--- src/rtl/mc_controller.sv ---
// mc_controller: multi-cycle MIPS control FSM with retired-instruction counter
module mc_controller (
    input  logic        clk,
    input  logic        reset,
    input  logic [5:0]  op,
    input  logic [5:0]  funct,
    input  logic        zero,
    output logic        PCWrite,
    output logic [1:0]  PCSel,
    output logic        IorD,
    output logic        MemWrite,
    output logic        IRWrite,
    output logic        RegWrite,
    output logic [1:0]  RegDst,
    output logic [1:0]  MemtoReg,
    output logic        ALUSrcA,
    output logic [1:0]  ALUSrcB,
    output logic        ExtOp,
    output logic [2:0]  ALUControl,
    output logic [3:0]  state,
    output logic        instr_done,
    output logic        illegal,
    output logic [31:0] retired
);
    typedef enum logic [3:0] {
        FETCH = 4'd0, DECODE = 4'd1, MEMADR = 4'd2, MEMRD = 4'd3, MEMWB = 4'd4, MEMWR = 4'd5,
        EXEC_R = 4'd6, RWB = 4'd7, EXEC_I = 4'd8, IWB = 4'd9, BRANCH = 4'd10, JUMP = 4'd11
    } state_t;
    typedef enum logic [3:0] {
        K_ILL, K_ADDU, K_SUBU, K_JR, K_ORI, K_LUI, K_LW, K_SW, K_BEQ, K_J, K_JAL
    } kind_t;
    state_t      state_q, state_d;
    kind_t       kind_q, kind_d;
    logic [31:0] retired_q, retired_d;
    assign kind_d = (op == 6'b000000 && funct == 6'b100001) ? K_ADDU :
                    (op == 6'b000000 && funct == 6'b100011) ? K_SUBU :
                    (op == 6'b000000 && funct == 6'b001000) ? K_JR   :
                    (op == 6'b001101) ? K_ORI :
                    (op == 6'b001111) ? K_LUI :
                    (op == 6'b100011) ? K_LW  :
                    (op == 6'b101011) ? K_SW  :
                    (op == 6'b000100) ? K_BEQ :
                    (op == 6'b000010) ? K_J   :
                    (op == 6'b000011) ? K_JAL : K_ILL;
    always_comb begin
        state_d = FETCH;
        {PCWrite, PCSel, IorD, MemWrite, IRWrite, RegWrite, RegDst, MemtoReg} = '0;
        {ALUSrcA, ALUSrcB, ExtOp, ALUControl, instr_done, illegal} = '0;
        case (state_q)
            FETCH: begin
                IRWrite = 1'b1;
                ALUSrcB = 2'b01;
                PCWrite = 1'b1;
                state_d = DECODE;
            end
            DECODE: begin
                ALUSrcB    = 2'b11;
                ExtOp      = 1'b1;
                illegal    = kind_d == K_ILL;
                instr_done = kind_d == K_ILL;
                state_d    = (kind_d == K_LW || kind_d == K_SW) ? MEMADR :
                             (kind_d == K_ADDU || kind_d == K_SUBU) ? EXEC_R :
                             (kind_d == K_ORI || kind_d == K_LUI) ? EXEC_I :
                             (kind_d == K_BEQ) ? BRANCH :
                             (kind_d == K_J || kind_d == K_JAL || kind_d == K_JR) ? JUMP : FETCH;
            end
            MEMADR: begin
                ALUSrcA = 1'b1;
                ALUSrcB = 2'b10;
                ExtOp   = 1'b1;
                state_d = kind_q == K_SW ? MEMWR : MEMRD;
            end
            MEMRD: begin
                IorD    = 1'b1;
                state_d = MEMWB;
            end
            MEMWB: begin
                RegWrite   = 1'b1;
                MemtoReg   = 2'b01;
                instr_done = 1'b1;
            end
            MEMWR: begin
                IorD       = 1'b1;
                MemWrite   = 1'b1;
                instr_done = 1'b1;
            end
            EXEC_R: begin
                ALUSrcA    = 1'b1;
                ALUControl = kind_q == K_SUBU ? 3'b001 : 3'b000;
                state_d    = RWB;
            end
            RWB: begin
                RegWrite   = 1'b1;
                RegDst     = 2'b01;
                instr_done = 1'b1;
            end
            EXEC_I: begin
                ALUSrcA    = 1'b1;
                ALUSrcB    = 2'b10;
                ALUControl = kind_q == K_LUI ? 3'b011 : 3'b010;
                state_d    = IWB;
            end
            IWB: begin
                RegWrite   = 1'b1;
                instr_done = 1'b1;
            end
            BRANCH: begin
                ALUSrcA    = 1'b1;
                ALUControl = 3'b001;
                PCSel      = 2'b01;
                PCWrite    = zero;
                instr_done = 1'b1;
            end
            JUMP: begin
                PCWrite    = 1'b1;
                PCSel      = kind_q == K_JR ? 2'b11 : 2'b10;
                RegWrite   = kind_q == K_JAL;
                RegDst     = kind_q == K_JAL ? 2'b10 : 2'b00;
                MemtoReg   = kind_q == K_JAL ? 2'b10 : 2'b00;
                instr_done = 1'b1;
            end
            default: ;
        endcase
        retired_d = retired_q + (instr_done ? 32'd1 : 32'd0);
        if (reset) begin
            {PCWrite, PCSel, IorD, MemWrite, IRWrite, RegWrite, RegDst, MemtoReg} = '0;
            {ALUSrcA, ALUSrcB, ExtOp, ALUControl, instr_done, illegal} = '0;
        end
    end
    always_ff @(posedge clk) begin
        state_q   <= reset ? FETCH : state_d;
        kind_q    <= reset ? K_ILL : (state_q == DECODE ? kind_d : kind_q);
        retired_q <= reset ? 32'd0 : retired_d;
    end
    assign state   = reset ? 4'd0 : state_q;
    assign retired = reset ? 32'd0 : retired_q;
endmodule

--- config.mk ---
export PLATFORM = sky130hd
export DESIGN_NAME = mc_controller
export DESIGN_NICKNAME = d
export VERILOG_FILES = /design/src/rtl/mc_controller.sv
export SDC_FILE = /design/constraint.sdc
export NUM_CORES = 1
export LEC_CHECK = 0
export ABC_AREA = 1
export CORE_MARGIN = 3
export CORE_UTILIZATION = 50
export CTS_BUF_LIST = sky130_fd_sc_hd__clkbuf_16
export DETAILED_ROUTE_END_ITERATION = 12
export PLACE_DENSITY = 0.91
export SETUP_SLACK_MARGIN = 0.5
export SYNTH_ARGS = -nofsm -noshare
export SYNTH_HDL_FRONTEND = slang
export SYNTH_SLANG_ARGS = --single-unit
--- constraint.sdc ---
create_clock -name clk -period 2.7 [get_ports clk]
set_input_delay 0.54 -clock clk [delete_from_list [all_inputs] [get_ports clk]]
set_output_delay 0.54 -clock clk [all_outputs]
set_load 0.005 [all_outputs]
### Word level (Yosys, flattened, before mapping)

Cells that the tools add are included.

| storage, ports and cells | value |
|---|---|
| bits in registers | 40 |
| input port bits | 15 |
| output and inout bits | 56 |
| word-level logic and storage cells | 110 |

| cells by class | value |
|---|---|
| $add $sub $neg | 1 |
| equal/unequal tests | 36 |
| multiplexer cells | 52 |
| reductions and logical operators | 18 |

Operators with widths:

| kind | number |
|---|---|
| $mux 4 | 16 |
| $eq 4x3->1 const B | 10 |
| $add 32x1->32 | 1 |
| $eq 4x4->1 const B | 8 |
| $mux 32 | 1 |
| $eq 4x2->1 const B | 6 |
| $eq 6x6->1 const B | 4 |
| $pmux 4 s6 | 1 |
| $mux 1 | 19 |
| $eq 6x4->1 const B | 3 |
| $eq 6x2->1 const B | 2 |
| $pmux 2 s2 | 3 |
| $pmux 2 s3 | 2 |
| $mux 2 | 5 |
| $eq 4x1->1 const B | 2 |
| $logic_not 4->1 | 2 |
| $reduce_or 2->1 | 4 |
| $eq 6x3->1 const B | 1 |
| $logic_not 6->1 | 1 |
| $mux 3 | 2 |
| $pmux 1 s2 | 3 |
| $reduce_or 6->1 | 1 |
| $logic_or 1x1->1 | 5 |
| $reduce_or 4->1 | 1 |
| other kinds (2) | 4 |

### Logic depth before layout (Yosys ltp)

| depth | value |
|---|---|
| depth after elaboration | 20 |
| mapped depth | 17 |
| depth with buffers taken out | 17 |

### Worst setup path after synthesis

OpenSTA, ideal clock, no wires.

| path | value |
|---|---|
| kind | input port to flip-flop |
| from | in op[1] |
| to | reg retired_q[30] |
| setup time | 0.132 ns |
| arrival | 2.311 ns |
| required time | 2.568 ns |
| slack | 0.257 ns |
| stages | 17 |
| buffers on the path | 0 |
| cells stage by stage | nand2_1 -> inv_1 -> nand3b_2 -> nand2_1 -> nor2_1 -> nand2_1 -> nand3b_2 -> nand2_1 -> ha_1 -> ha_1 -> nand2_1 -> nor2_4 -> nand2_1 -> nor2_1 -> nand2_1 -> nand2_1 -> a21oi_1 |

| between the ends | value |
|---|---|
| longest elaborated chain between the ends | 15 |
| elaborated cells between the ends (all ways) | 25 |
| classes of those cells | add/sub: 1; eq/ne: 7; mux: 12; reduce/logical: 5 |

Ends and longest elaborated chain:

| what | RTL line | RTL |
|---|---|---|
| from (decl) | 5 | `input logic [5:0] op,` |
| $eq 6x2->1 | 44 | `(op == 6'b000011) ? K_JAL : K_ILL;` |
| $mux 4 | 44 |  |
| $mux 4 | 43 | `(op == 6'b000010) ? K_J :` |
| $mux 4 | 42 | `(op == 6'b000100) ? K_BEQ :` |
| $mux 4 | 41 | `(op == 6'b101011) ? K_SW :` |
| $mux 4 | 40 | `(op == 6'b100011) ? K_LW :` |
| $mux 4 | 39 | `(op == 6'b001111) ? K_LUI :` |
| $mux 4 | 38 | `(op == 6'b001101) ? K_ORI :` |
| $mux 4 | 37 | `(op == 6'b000000 && funct == 6'b001000) ? K_JR :` |
| $mux 4 | 36 | `(op == 6'b000000 && funct == 6'b100011) ? K_SUBU :` |
| $mux 4 (*) | 35 | `assign kind_d = (op == 6'b000000 && funct == 6'b100001) ? K_ADDU :` |
| $logic_not 4->1 (*) | 60 | `instr_done = kind_d == K_ILL;` |
| $pmux 1 s2 (*) | 49 | `case (state_q)` |
| $mux 1 (*) | 124 | `retired_d = retired_q + (instr_done ? 32'd1 : 32'd0);` |
| $add 32x1->32 (*) | 124 |  |
| to (signal assigned) | 133 | `retired_q <= reset ? 32'd0 : retired_d;` |
| to (decl) | 34 | `logic [31:0] retired_q, retired_d;` |

Every way passes the cells marked *; elsewhere a longest branch is shown, timed or not.
A chain may end at the register's enable or synchronous reset.

### Final worst setup path

| path | value |
|---|---|
| from | reg state_q[0] |
| to | out PCWrite |

| between the ends | value |
|---|---|
| longest elaborated chain between the ends | 4 |
| elaborated cells between the ends (all ways) | 6 |
| classes of those cells | eq/ne: 2; mux: 2; reduce/logical: 2 |

Ends and longest elaborated chain:

| what | RTL line | RTL |
|---|---|---|
| from (decl) | 32 | `state_t state_q, state_d;` |
| from (signal assigned) | 131 | `state_q <= reset ? FETCH : state_d;` |
| $eq 4x4->1 / $logic_not 4->1 (equally long branches) | 49 |  |
| $reduce_or 2->1 (no line) | - |  |
| $pmux 1 s2 (*) | 49 |  |
| $mux 1 (*) | 125 | `if (reset) begin` |
| to (decl) | 8 | `output logic PCWrite,` |

Marks and branches as above.

==> results.toml <==
[setup_path]
reg2reg_depth = 17
worstPathCellList = "nor2_4 > inv_1 > nor2_1 > nor2_1 > a21oi_1 > clkdlybuf4s50_1"
cpMaxStageDelayCell = "clkdlybuf4s50_1"
regToRegEndpoint = "retired_q[28]"
crit_type = "flop to primary output"
cp.arrival_ns = 1.92
rr_startpoint = "state_q[2]"
endpoint_kind = "primary output"
critPathLaunchType = "flop"
rrSetupSlack_ns = 0.27
cp_slowest_stage_delay_ns = 0.53
critPathMostFrequentCell = "nor2_1"
critPathLaunch = "state_q[0]"
crit_fanout = 7
endpoint = "PCWrite"
worstPathRequired_ns = 2.16

[global_routing]
grt_usage = 0.340
grt_pass1_vias = 3757
grt_max_degree = 47
antenna_found_initial = 0
grt-ovfl-total = 0
grt_pass1_wl_um = 17100

[pwr]
clock_power_share = 0.434
switching_share = 0.277
vdd_drop_max_mv = 0.455
p_leak_nw = 1.81
power_w = 0.00160
p_int_w = 0.00116
p_seq_frac = 0.388
p_per_area_mw_per_mm2 = 353
p_sw_w = 0.000444
p_comb_frac = 0.178

[layout]
area_delta_synth_final_pct = 63.5
drive_gt1_frac = 0.314
nNetsFinal = 602
antenna_cells = 0

[clocking]
cts_made_buffers = 5
insertion_delay_ns = 0.29
root_buffer = "clkbuf_16"
path_clk_slew_ns = 0.06
cts.path.max_buffers = 2
cts_sinks = 40
cts_tree = "built"
h-tree-depth = 2

[run_status]
outcome = "finished clean"

[sta]
slew_violations = 0
skew_ns = 0.00860
rsz0062_at_grt = "true"
whs_ns = 0.478
setup_ws_ns = 0.240
worstMarginPinSlew_ns = 0.529
hold_viol = 0
finalSetupViolations = 0
slew_headroom = 0.647
period_needed_ns = 2.46
setup_tns_ns = 0
fmax_mhz = 406
period_share = 0.911

[flow_run]
drv_cap = 0

[floorplan]
num_rows = 26
core_sq_mm = 0.00524
die_x_um = 80.5
die-area_sq_mm = 0.00647
num_io_pins = 71
start_util = 0.529
die_height_um = 80.5

[place]
gp_routability_congestion = 0.927
io_buffers = 69
dp_slack_ns = -0.287
hpwl_um = 6700

[min_path]
min_path_type = "flop to flop"
hold_path_startpoint = "retired_q[19]"
whs_path_depth = 2

[synth]
syn-num-nets = 480
synth_xor_area_frac = 0.00948
synth_seq_area_share = 0.289
ys_types = 34
ys.flop_type = "dfxtp_1"
synth-seq-cells = 40
syn-instance-count = 463
yosysMostFrequentCell = "nor2_1"
synth_simple_gate_area_frac = 0.454
synth_commonest_cells = "99 x nor2_1, 92 x nand2_1, 68 x inv_1, 40 x dfxtp_1, 34 x a21oi_1"
synth.area.top_cells = "dfxtp_1 29%, nor2_1 13%, nand2_1 12%"
synth_fa_ha_area_frac = 0.00903
synth_edf_count = 0
yosysTopAreaCell = "dfxtp_1"
synth_top_family_by_area = "simple AND/OR/NAND/NOR gates"
async_flop_share = 0
yosysTopAreaCellShare = 0.289
synth_mux_area_frac = 0
ys_warn_count = 0
avgSynthCellArea_sq_um = 5.99
netlist_area_sq_mm = 0.00277
synth_compound_area_frac = 0.125

[route]
wl_per_cell_um = 21.0
drcViolationCount = 0
drt_iter0_markers = 936
vias = 4294
detail-route-antenna-nets = 0
vias_per_cell = 6.55
dr.pass1.iters = 6
routed_wl_um = 13800
[state kept, by name, indices dropped and copies added, names as in the netlist]
| signal | count |
|---|---|
| kind_q | 4 |
| retired_q | 32 |
| state_q | 4 |
[cells in the final DEF, fill, tap and decap left out, types with 6 or more instances in the layout]
master and n:
nor2_1 81, clkdlybuf4s50_1 44, dfxtp_1 36, nand2_1 72
o21ai_1 10, nand3_2 9, nand2_4 6, o21ai_0 7
inv_1 53, nand3_1 19, buf_6 7, inv_2 13
nand4_1 9, nor2_2 10, nor2_4 16, a21oi_1 31
buf_4 53, nand2_2 13, nor3_1 18, buf_2 8
[metal layers]
layer  up-vias  wire (um)  global-route usage
li1       1734          -                   -
met1      1905       4460               0.365
met2       488       6260               0.598
met3       167       1740              0.0717
met4         0       1310               0.223
met5         -          0                   0
[worst min-delay path by stage]
stage	to	slack, ns
2_1_floorplan	retired_q[31]	0.44
3_3_place_gp	retired_q[31]	0.45
3_5_place_dp	retired_q[31]	0.46
4_1_cts	retired_q[31]	0.47
5_1_grt	retired_q[31]	0.50
6_report	retired_q[19]	0.48
[cell type report]
class	count	area, sq um
clock inverters	3	42.5
inverters	71	287
multi-input cells	341	2050
flip-flops and latches	40	813
well taps	70	87.6
repair buffers	126	1130
clock buffers	5	125
fillers	263	704
[power by group through the flow]
| stage | combinational, W | sequential (W) | clock, W |
|---|---|---|---|
| after floorplan | 0.000111 | 0.000626 | 0 |
| after global placement | 0.000184 | 0.000628 | 0 |
| after detailed placement | 0.000192 | 0.000628 | 0 |
| after CTS | 0.000215 | 0.000615 | 0.000684 |
| after global routing | 0.000295 | 0.000622 | 0.000721 |
| final | 0.000285 | 0.000621 | 0.000695 |
[worst max-delay path, delay by kind of cell (launching register included)]
kind | cells | cell delay (ns)
DFF | 1 | 0.37
buffers and inverters | 2 | 0.65
AOI/OAI and AO/OA | 1 | 0.18
and+or+nand+nor | 3 | 0.44
[kinds of logic after synthesis]
| logic type | count (synthesis) |
|---|---|
| simple gates | 271 |
| fa+ha+maj | 2 |
| compound gates | 64 |
| other cells | 1 |
| buf+inv | 82 |
| xor+xnor | 3 |
| flops | 40 |
[what timing repair did]
action	CTS	global route
setup buffers	22	15
pin swaps	30	25
setup endpoints to repair	46	40
gates resized for setup	150	50
hold buffers	0	0
[per-stage QoR]
stage	instances	area [sq um]	util
6_report	656	4530	0.866
5_1_grt	656	4530	0.866
4_1_cts	641	4240	0.810
3_5_place_dp	611	3720	0.710
3_3_place_gp	611	3720	0.710
2_1_floorplan	463	2830	-
Power figures use the tool's default switching activity.
